[src/rtl/imem_fetch_ctrl_if.sv]
// imem_fetch_ctrl_if: signal bundle between the instruction fetch controller,
// its instruction memory, the decode stage and the debug reader.
// master = fetch controller, slave = surrounding system.
interface imem_fetch_ctrl_if;
  logic [31:0] imem_a;
  logic [31:0] imem_rd;
  logic        redirect_valid;
  logic [31:0] redirect_pc;
  logic        inst_valid;
  logic        inst_ready;
  logic [31:0] inst;
  logic [31:0] inst_pc;
  logic        dbg_req;
  logic [31:0] dbg_addr;
  logic        dbg_ack;
  logic [31:0] dbg_rdata;

  modport master (
    output imem_a,
    input  imem_rd,
    input  redirect_valid,
    input  redirect_pc,
    output inst_valid,
    input  inst_ready,
    output inst,
    output inst_pc,
    input  dbg_req,
    input  dbg_addr,
    output dbg_ack,
    output dbg_rdata
  );

  modport slave (
    input  imem_a,
    output imem_rd,
    output redirect_valid,
    output redirect_pc,
    input  inst_valid,
    output inst_ready,
    input  inst,
    input  inst_pc,
    output dbg_req,
    output dbg_addr,
    input  dbg_ack,
    input  dbg_rdata
  );
endinterface

[src/rtl/imem_fetch_ctrl.sv]
// imem_fetch_ctrl: instruction fetch front end for a synchronous-read imem
// (one cycle read latency). Responses land in a 2-entry FIFO that feeds the
// consumer through a valid/ready handshake; redirects flush everything.
// Optional debug read port shares the imem address port; it is compiled only
// when IMEM_FETCH_DBG_EN is defined, otherwise fetch owns every slot.
//
// state       | meaning
// ------------+-------------------------------------------------------------
// ST_RUN      | normal fetch issue, debug/fetch arbitration on the imem port
// ST_DBG_WAIT | debug read data returns this cycle, dbg_ack high, no new grant
module imem_fetch_ctrl #(
  parameter logic [31:0] RESET_PC   = 32'h0000_0000,
  parameter int unsigned IMEM_DEPTH = 64
) (
  input  logic              clka,
  input  logic              rst_n,
  imem_fetch_ctrl_if.master bus
);

  localparam logic [31:0] PC_WRAP    = 32'(IMEM_DEPTH * 4);
  localparam logic [31:0] RESET_PC_W = {RESET_PC[31:2], 2'b00};

  logic [31:0] fetch_pc;
  logic [31:0] fetch_pc_inc;
  logic [31:0] fetch_pc_nxt;
  logic [31:0] fifo_data [2];
  logic [31:0] fifo_pc   [2];
  logic        wr_ptr;
  logic        rd_ptr;
  logic [1:0]  count;
  logic        inflight;
  logic [31:0] rsp_pc;
  logic        redirect;
  logic        pop;
  logic        push;
  logic [2:0]  occupancy;
  logic        fetch_ok;
  logic        fetch_issue;

  assign redirect     = bus.redirect_valid;
  assign bus.inst_valid = (count != 2'd0);
  assign bus.inst     = fifo_data[rd_ptr];
  assign bus.inst_pc  = fifo_pc[rd_ptr];

  // Redirect wins over both pop and push: the head is not consumed and the
  // response arriving in the redirect cycle is the discarded in-flight word.
  assign pop  = bus.inst_valid && bus.inst_ready && !redirect;
  assign push = inflight && !redirect;

  // Occupancy is taken net of this cycle's pop so a streaming consumer sees
  // one instruction per cycle; count + inflight never exceeds 2.
  assign occupancy = {1'b0, count} - {2'b00, pop} + {2'b00, inflight};
  assign fetch_ok  = !redirect && (occupancy < 3'd2);

  assign fetch_pc_inc = fetch_pc + 32'd4;
  assign fetch_pc_nxt = (fetch_pc_inc >= PC_WRAP) ? 32'd0 : fetch_pc_inc;

`ifdef IMEM_FETCH_DBG_EN
  localparam logic [0:0] ST_RUN      = 1'b0;
  localparam logic [0:0] ST_DBG_WAIT = 1'b1;

  logic [0:0] state;
  logic       last_dbg;
  logic       dbg_grant;
  logic [1:0] unused_bits;

  // Debug wins the port unless it also had the previous slot and fetch wants it.
  assign dbg_grant   = rst_n && bus.dbg_req && (state == ST_RUN) && !(last_dbg && fetch_ok);
  assign fetch_issue = fetch_ok && !dbg_grant;
  assign bus.dbg_ack   = rst_n && (state == ST_DBG_WAIT);
  assign bus.dbg_rdata = bus.dbg_ack ? bus.imem_rd : 32'd0;
  assign bus.imem_a    = !rst_n    ? RESET_PC_W :
                         dbg_grant ? {bus.dbg_addr[31:2], 2'b00} : fetch_pc;
  assign unused_bits   = bus.redirect_pc[1:0] ^ bus.dbg_addr[1:0];

  // Debug handshake FSM and last-grant tracking for alternation.
  always_ff @(posedge clka) begin
    if (!rst_n) begin
      state    <= ST_RUN;
      last_dbg <= 1'b0;
    end else begin
      case (state)
        ST_RUN:      if (dbg_grant)   state <= ST_DBG_WAIT;
        ST_DBG_WAIT: if (bus.dbg_ack) state <= ST_RUN;
        default:                      state <= ST_RUN;
      endcase
      if (dbg_grant) begin
        last_dbg <= 1'b1;
      end else if (fetch_issue) begin
        last_dbg <= 1'b0;
      end
    end
  end
`else
  logic unused_dbg;

  assign fetch_issue   = fetch_ok;
  assign bus.dbg_ack   = 1'b0;
  assign bus.dbg_rdata = 32'd0;
  assign bus.imem_a    = rst_n ? fetch_pc : RESET_PC_W;
  assign unused_dbg    = ^{bus.dbg_req, bus.dbg_addr, bus.redirect_pc[1:0]};
`endif

  // Fetch PC, in-flight tracking and response FIFO.
  always_ff @(posedge clka) begin
    if (!rst_n) begin
      fetch_pc <= RESET_PC_W;
      inflight <= 1'b0;
      rsp_pc   <= 32'd0;
      wr_ptr   <= 1'b0;
      rd_ptr   <= 1'b0;
      count    <= 2'd0;
      for (int i = 0; i < 2; i++) begin
        fifo_data[i] <= 32'd0;
        fifo_pc[i]   <= 32'd0;
      end
    end else if (redirect) begin
      fetch_pc <= {bus.redirect_pc[31:2], 2'b00};
      inflight <= 1'b0;
      wr_ptr   <= 1'b0;
      rd_ptr   <= 1'b0;
      count    <= 2'd0;
    end else begin
      if (fetch_issue) begin
        fetch_pc <= fetch_pc_nxt;
        rsp_pc   <= fetch_pc;
      end
      inflight <= fetch_issue;
      if (push) begin
        fifo_data[wr_ptr] <= bus.imem_rd;
        fifo_pc[wr_ptr]   <= rsp_pc;
        wr_ptr            <= ~wr_ptr;
      end
      if (pop) begin
        rd_ptr <= ~rd_ptr;
      end
      count <= count + {1'b0, push} - {1'b0, pop};
    end
  end

endmodule

[src/flat_wrapper.sv]
// flat-port wrapper written by rule: the top's interface ports become plain ports
module imem_fetch_ctrl_flat 
#(
  parameter logic [31:0] RESET_PC   = 32'h0000_0000,
  parameter int unsigned IMEM_DEPTH = 64
)
  (clka, rst_n, bus_imem_a, bus_imem_rd, bus_redirect_valid, bus_redirect_pc, bus_inst_valid, bus_inst_ready, bus_inst, bus_inst_pc, bus_dbg_req, bus_dbg_addr, bus_dbg_ack, bus_dbg_rdata);
  imem_fetch_ctrl_if bus_i ();
  input  logic clka;
  input  logic rst_n;
  output wire logic [$bits(bus_i.imem_a)-1:0] bus_imem_a;
  input wire logic [$bits(bus_i.imem_rd)-1:0] bus_imem_rd;
  input wire logic [$bits(bus_i.redirect_valid)-1:0] bus_redirect_valid;
  input wire logic [$bits(bus_i.redirect_pc)-1:0] bus_redirect_pc;
  output wire logic [$bits(bus_i.inst_valid)-1:0] bus_inst_valid;
  input wire logic [$bits(bus_i.inst_ready)-1:0] bus_inst_ready;
  output wire logic [$bits(bus_i.inst)-1:0] bus_inst;
  output wire logic [$bits(bus_i.inst_pc)-1:0] bus_inst_pc;
  input wire logic [$bits(bus_i.dbg_req)-1:0] bus_dbg_req;
  input wire logic [$bits(bus_i.dbg_addr)-1:0] bus_dbg_addr;
  output wire logic [$bits(bus_i.dbg_ack)-1:0] bus_dbg_ack;
  output wire logic [$bits(bus_i.dbg_rdata)-1:0] bus_dbg_rdata;
  assign bus_imem_a = bus_i.imem_a;
  assign bus_i.imem_rd = bus_imem_rd;
  assign bus_i.redirect_valid = bus_redirect_valid;
  assign bus_i.redirect_pc = bus_redirect_pc;
  assign bus_inst_valid = bus_i.inst_valid;
  assign bus_i.inst_ready = bus_inst_ready;
  assign bus_inst = bus_i.inst;
  assign bus_inst_pc = bus_i.inst_pc;
  assign bus_i.dbg_req = bus_dbg_req;
  assign bus_i.dbg_addr = bus_dbg_addr;
  assign bus_dbg_ack = bus_i.dbg_ack;
  assign bus_dbg_rdata = bus_i.dbg_rdata;
  imem_fetch_ctrl #(.RESET_PC(RESET_PC), .IMEM_DEPTH(IMEM_DEPTH)) u_core (.clka(clka), .rst_n(rst_n), .bus(bus_i));
endmodule
[config.mk]
export PLATFORM = sky130hd
export DESIGN_NAME = imem_fetch_ctrl_flat
export DESIGN_NICKNAME = d
export VERILOG_FILES = /design/src/rtl/imem_fetch_ctrl_if.sv /design/src/rtl/imem_fetch_ctrl.sv /design/src/flat_wrapper.sv
export SDC_FILE = /design/constraint.sdc
export NUM_CORES = 1
export LEC_CHECK = 0
export ABC_AREA = 1
export CORE_MARGIN = 10
export CORE_UTILIZATION = 40
export DETAILED_ROUTE_END_ITERATION = 6
export PLACE_DENSITY_LB_ADDON = 0.3
export SYNTH_ARGS = -nofsm -noshare
export SYNTH_HDL_FRONTEND = slang
export SYNTH_SLANG_ARGS = --single-unit
[constraint.sdc]
create_clock -name clka -period 3.7 [get_ports clka]
set_input_delay 0.555 -clock clka [delete_from_list [all_inputs] [get_ports clka]]
set_output_delay 0.555 -clock clka [all_outputs]
set_load 0.1 [all_outputs]
# Word level (Yosys, flattened, before mapping)
# Memories as Yosys holds them, arrays and structs flattened. A register that Yosys moved wholly into a read port is not among the register bits.
# Cells that the tools add are included.
# W data, S select, Z words.
# word_totals
mem_bits_rw	128
wordCells	50
ff_bits	69
n_memories	2
in_bits	101
output_inout_bits	130
# op_classes
bitwise	4
add_sub_neg	5
n_reduce_logical	11
order_cmp	2
mux	19
# mem_list
name	depth	word_bits	read_ports	rd_ports_with_merged_regs	write_ports	line	rtl
u_core.fifo_data	2	32	1	1	2	imem_fetch_ctrl.sv:26	logic [31:0] fifo_data [2];
u_core.fifo_pc	2	32	1	1	2	imem_fetch_ctrl.sv:27	logic [31:0] fifo_pc [2];
# ops
op	count
$mux W32	6
$reduce_or A32 Y1	2
$add A32 B3 Y32 const B	1
$ge A32 B9 Y1 const B	1
$mux W1	13
$logic_and A1 B1 Y1	4
$not A1 Y1	4
$reduce_bool A2 Y1	2
$add A3 B1 Y3	1
$lt A3 B2 Y1 const B	1
$sub A2 B1 Y3	1
$add A2 B1 Y2	1
$reduce_and A2 Y1	1
$reduce_or A2 Y1	1
$sub A2 B1 Y2	1
$logic_not A1 Y1	1

# Depth between registers and ports, before layout
# depth
word_depth	9
mapped_depth	15
ltp_nobuf	15

# Least setup slack after synthesis
# Ideal clock, no wire load.
# synth_timing
path_kind	input to register
start	input port bus_redirect_valid
end	memory u_core.fifo_data[0][0], enable pin
stages	7
setup_time_ns	0.688
arrival_ns	2.673
n_path_buf	2
t_required_ns	3.012
setup_slack_ns	0.339
cell_sequence	clkbuf_1 -> clkinv_1 -> nand2_1 -> nor2_1 -> inv_1 -> clkbuf_1 -> nand2_1
# synth_rtl
element	line	rtl
from (decl)	flat_wrapper.sv:13	input wire logic [$bits(bus_i.redirect_valid)-1:0] bus_redirect_valid;
to (decl)	imem_fetch_ctrl.sv:26	

# Final worst setup path
# layout_timing
start	input port bus_inst_ready
end	register u_core.fetch_pc[2]
# layout_via
elab_chain_cells	7
# layout_rtl
element	line	rtl
from (decl)	flat_wrapper.sv:16	input wire logic [$bits(bus_i.inst_ready)-1:0] bus_inst_ready;
$logic_and A1 B1 Y1 (2 in series)	imem_fetch_ctrl.sv:47	assign pop = bus.inst_valid && bus.inst_ready && !redirect;
net u_core.pop	imem_fetch_ctrl.sv:34	logic pop;
$sub A2 B1 Y3	imem_fetch_ctrl.sv:52	assign occupancy = {1'b0, count} - {2'b00, pop} + {2'b00, inflight};
$add A3 B1 Y3	imem_fetch_ctrl.sv:52	
$lt A3 B2 Y1	imem_fetch_ctrl.sv:53	assign fetch_ok = !redirect && (occupancy < 3'd2);
$logic_and A1 B1 Y1	imem_fetch_ctrl.sv:53	
$reduce_bool A2 Y1 (no line)	-	
to (signal assigned)	imem_fetch_ctrl.sv:118	fetch_pc <= {bus.redirect_pc[31:2], 2'b00};
to (signal assigned)	imem_fetch_ctrl.sv:125	fetch_pc <= fetch_pc_nxt;
to (decl)	imem_fetch_ctrl.sv:23	logic [31:0] fetch_pc;
# The timed path passes the listed nets, and every way through them passes these cells.
# A chain may end at the register's enable or synchronous reset.

==> results.cfg <==
[die]
rows = 56
core_area_um2 = 23500
die_height_um = 174
die_w_um = 174
ios = 231
die_area_um2 = 30400
initial_core_util_pct = 40.6

[timing]
finalCriticalPeriod_ns = 2.87
fin_skew_ns = 0.00759
timing.fmax_ghz = 0.348
final.setup.tns_ns = 0
finalHoldViolCount = 0
tightest_slew_ns = 0.970
setup_violations = 0
slew_headroom_pct = 35.1
grt_setup_unrepaired = false
fin_crit_sh_pct = 77.7
slew_violations = 0

[critical_path]
crit_arrival_ns = 3.24
rr_worst_depth = 16
cp_max_fo = 45
cp.required_ns = 4.06
worst_setup_path_start_kind = input pin
worstSetupPathType = in -> reg
endpoint_kind = register

[global_route]
busiest_layer = met2
grt_pass1_wl_um = 38000
antenna_found_initial = 0
grt_max_degree = 68
grt.total_usage_pct = 15.5
grt_pass1_vias = 7257
use_met2_pct = 25.7
grt_util_met3_pct = 3.86
grt.overflow.total = 0
grt_use_met1_pct = 19.7

[cts]
cts-root-buf = clkbuf_16
cts_resized = 0
cts_hold_buffers = 0
cts_tree = yes
cts_buffers = 17
htreeDepth = 4
post_cts.repair.setup_buffers = 0
cts_sinks = 198
cts_buffer_depth = 2
clk-insertion-delay-late_ns = 0.43
cts.clk_slew.worst_paths_ns = 0.07

[status]
outcome = finished, final reports clean

[drt]
totalWireLength_um = 23300
dr.first_iter.drc_count = 401
wl_per_cell_um = 15.3
drc = 0
drtAntennaViolNets = 0
dr_total_vias = 7056
drt-pass1-iter-count = 5
detail_route.vias_per_cell = 4.62

[flow_run]
drv_cap = 0

[pwr]
leakage_nw = 5.00
power.density_nw_per_um2 = 449
ir_drop_mv = 0.273

[finish]
layout_common_cells = 179 x nor2_1, 163 x nand2_1, 146 x inv_1
finish.utilization_pct = 50.0
final_nets = 1301
area_growth_pct = 23.1
antennaDiodeCount = 0
drive_above_1_share_pct = 19.7
final_common_cell = nor2_1

[yosys]
synth_compound_area_share_pct = 5.56
synth_top_family_by_area = simple AND/OR/NAND/NOR gates
synthCells = 1050
synthXorXnorAreaFrac_pct = 1.38
synth_ff_type = edfxtp_1
async_reset_ff_share_pct = 0
synth_edf_count = 128
syn-cell-area_um2 = 9540
synth_warnings = 0
synth_seq_cells = 198
synth_cell_types = 32
syn_avg_cell_area_um2 = 9.08
muxShareOfSynthArea_pct = 7.56
yosysSeqAreaShare_pct = 55.0
synthAdderAreaFrac_pct = 0.735
synth_simple_gate_area_share_pct = 19.1

[place]
gp_congestion = 0.896
portBuffers = 162
hpwlAfterDp_um = 16000

[worst_hold_path]
hold_class = reg -> reg
hold_path_depth = 2
-- report_power, final --
group,switching [mW],internal [mW],leakage [nW]
combinational,0.767,0.228,2.84
sequential,0.0588,2.45,1.91
clock,0.822,0.942,0.255
-- critical path, cell delays in order --
cell	delay, ns
clkdlybuf4s50_1	0.49
nand2_1	0.10
nor2_1	0.11
ha_1	0.23
inv_1	0.07
nand2_1	0.06
fa_1	0.38
xnor2_1	0.15
nand2_1	0.11
nor2_1	0.14
clkinv_1	0.08
buf_4	0.27
nor2_1	0.20
nand4_1	0.14
a21oi_1	0.14
-- path summary, 6_finish.rpt --
path                    from            endpoint  slack (ns)
min reg2reg    u_core.rd_ptr            register        0.46
max           bus_inst_ready  u_core.fetch_pc[2]        0.83
max reg2reg  u_core.count[1]  u_core.fetch_pc[2]        0.87
min            u_core.rd_ptr            register        0.46
-- Yosys cell counts (2+ instances only) --
cell	count	area [um^2]
nor2_1	179	672
nand2_1	166	623
inv_1	146	548
edfxtp_1	128	3840
dfxtp_1	70	1400
mux2_2	64	721
a21oi_1	52	260
o21ai_0	51	255
clkbuf_1	41	154
nand3_1	37	185
buf_4	34	255
nand4_1	10	62.6
xor2_1	10	87.6
nor2_2	9	56.3
nor2_4	7	78.8
nand2_2	6	37.5
nand3b_1	6	45.0
buf_1	5	18.8
xnor2_1	5	43.8
ha_1	4	50.1
clkbuf_2	3	15.0
nand3_2	3	30.0
nor3_1	3	15.0
clkinv_1	2	7.51
inv_2	2	7.51
-- state kept, by name, indices dropped and copies added, names as in the netlist, named ones only --
register          flops
u_core.rd_ptr         1
u_core.fifo_pc       64
u_core.wr_ptr         1
u_core.count          2
u_core.fifo_data     64
u_core.inflight       1
u_core.rsp_pc        32
u_core.fetch_pc      32
-- stage by stage --
step	power, mW	cells	hold slack, ns	setup WS (ns)	area, um^2
floorplan	3.34	1082	0.430	0.339	9660
global placement	3.55	1495	0.446	0.446	11200
detailed placement	3.56	1495	0.453	0.415	11200
CTS	5.32	1527	0.466	0.844	11700
global route	5.48	1527	0.496	0.486	11700
finish	5.27	1527	0.463	0.825	11700
-- per-layer routing --
metal,vias to the layer above,share of wire (%)
met1,3266,45
met5,-,0
met4,0,0.99
li1,3583,-
met3,19,6.2
met2,188,48
-- kinds of logic after synthesis --
kind of cell | Yosys count
compound gates | 105
xor+xnor | 15
fa+ha+maj | 5
buf+inv | 234
flops | 198
mux | 64
other cells | 1
simple gates | 428
-- final cells by class --
cell class,count,area (um^2)
repair buffers,178,1550
inverters,150,563
well taps,319,399
flip-flops and latches,198,5250
clock inverters,12,120
clock buffers,20,437
multi-input cells,650,3420
fillers,2231,11700
No activity file was read; power rests on OpenSTA's default activity.
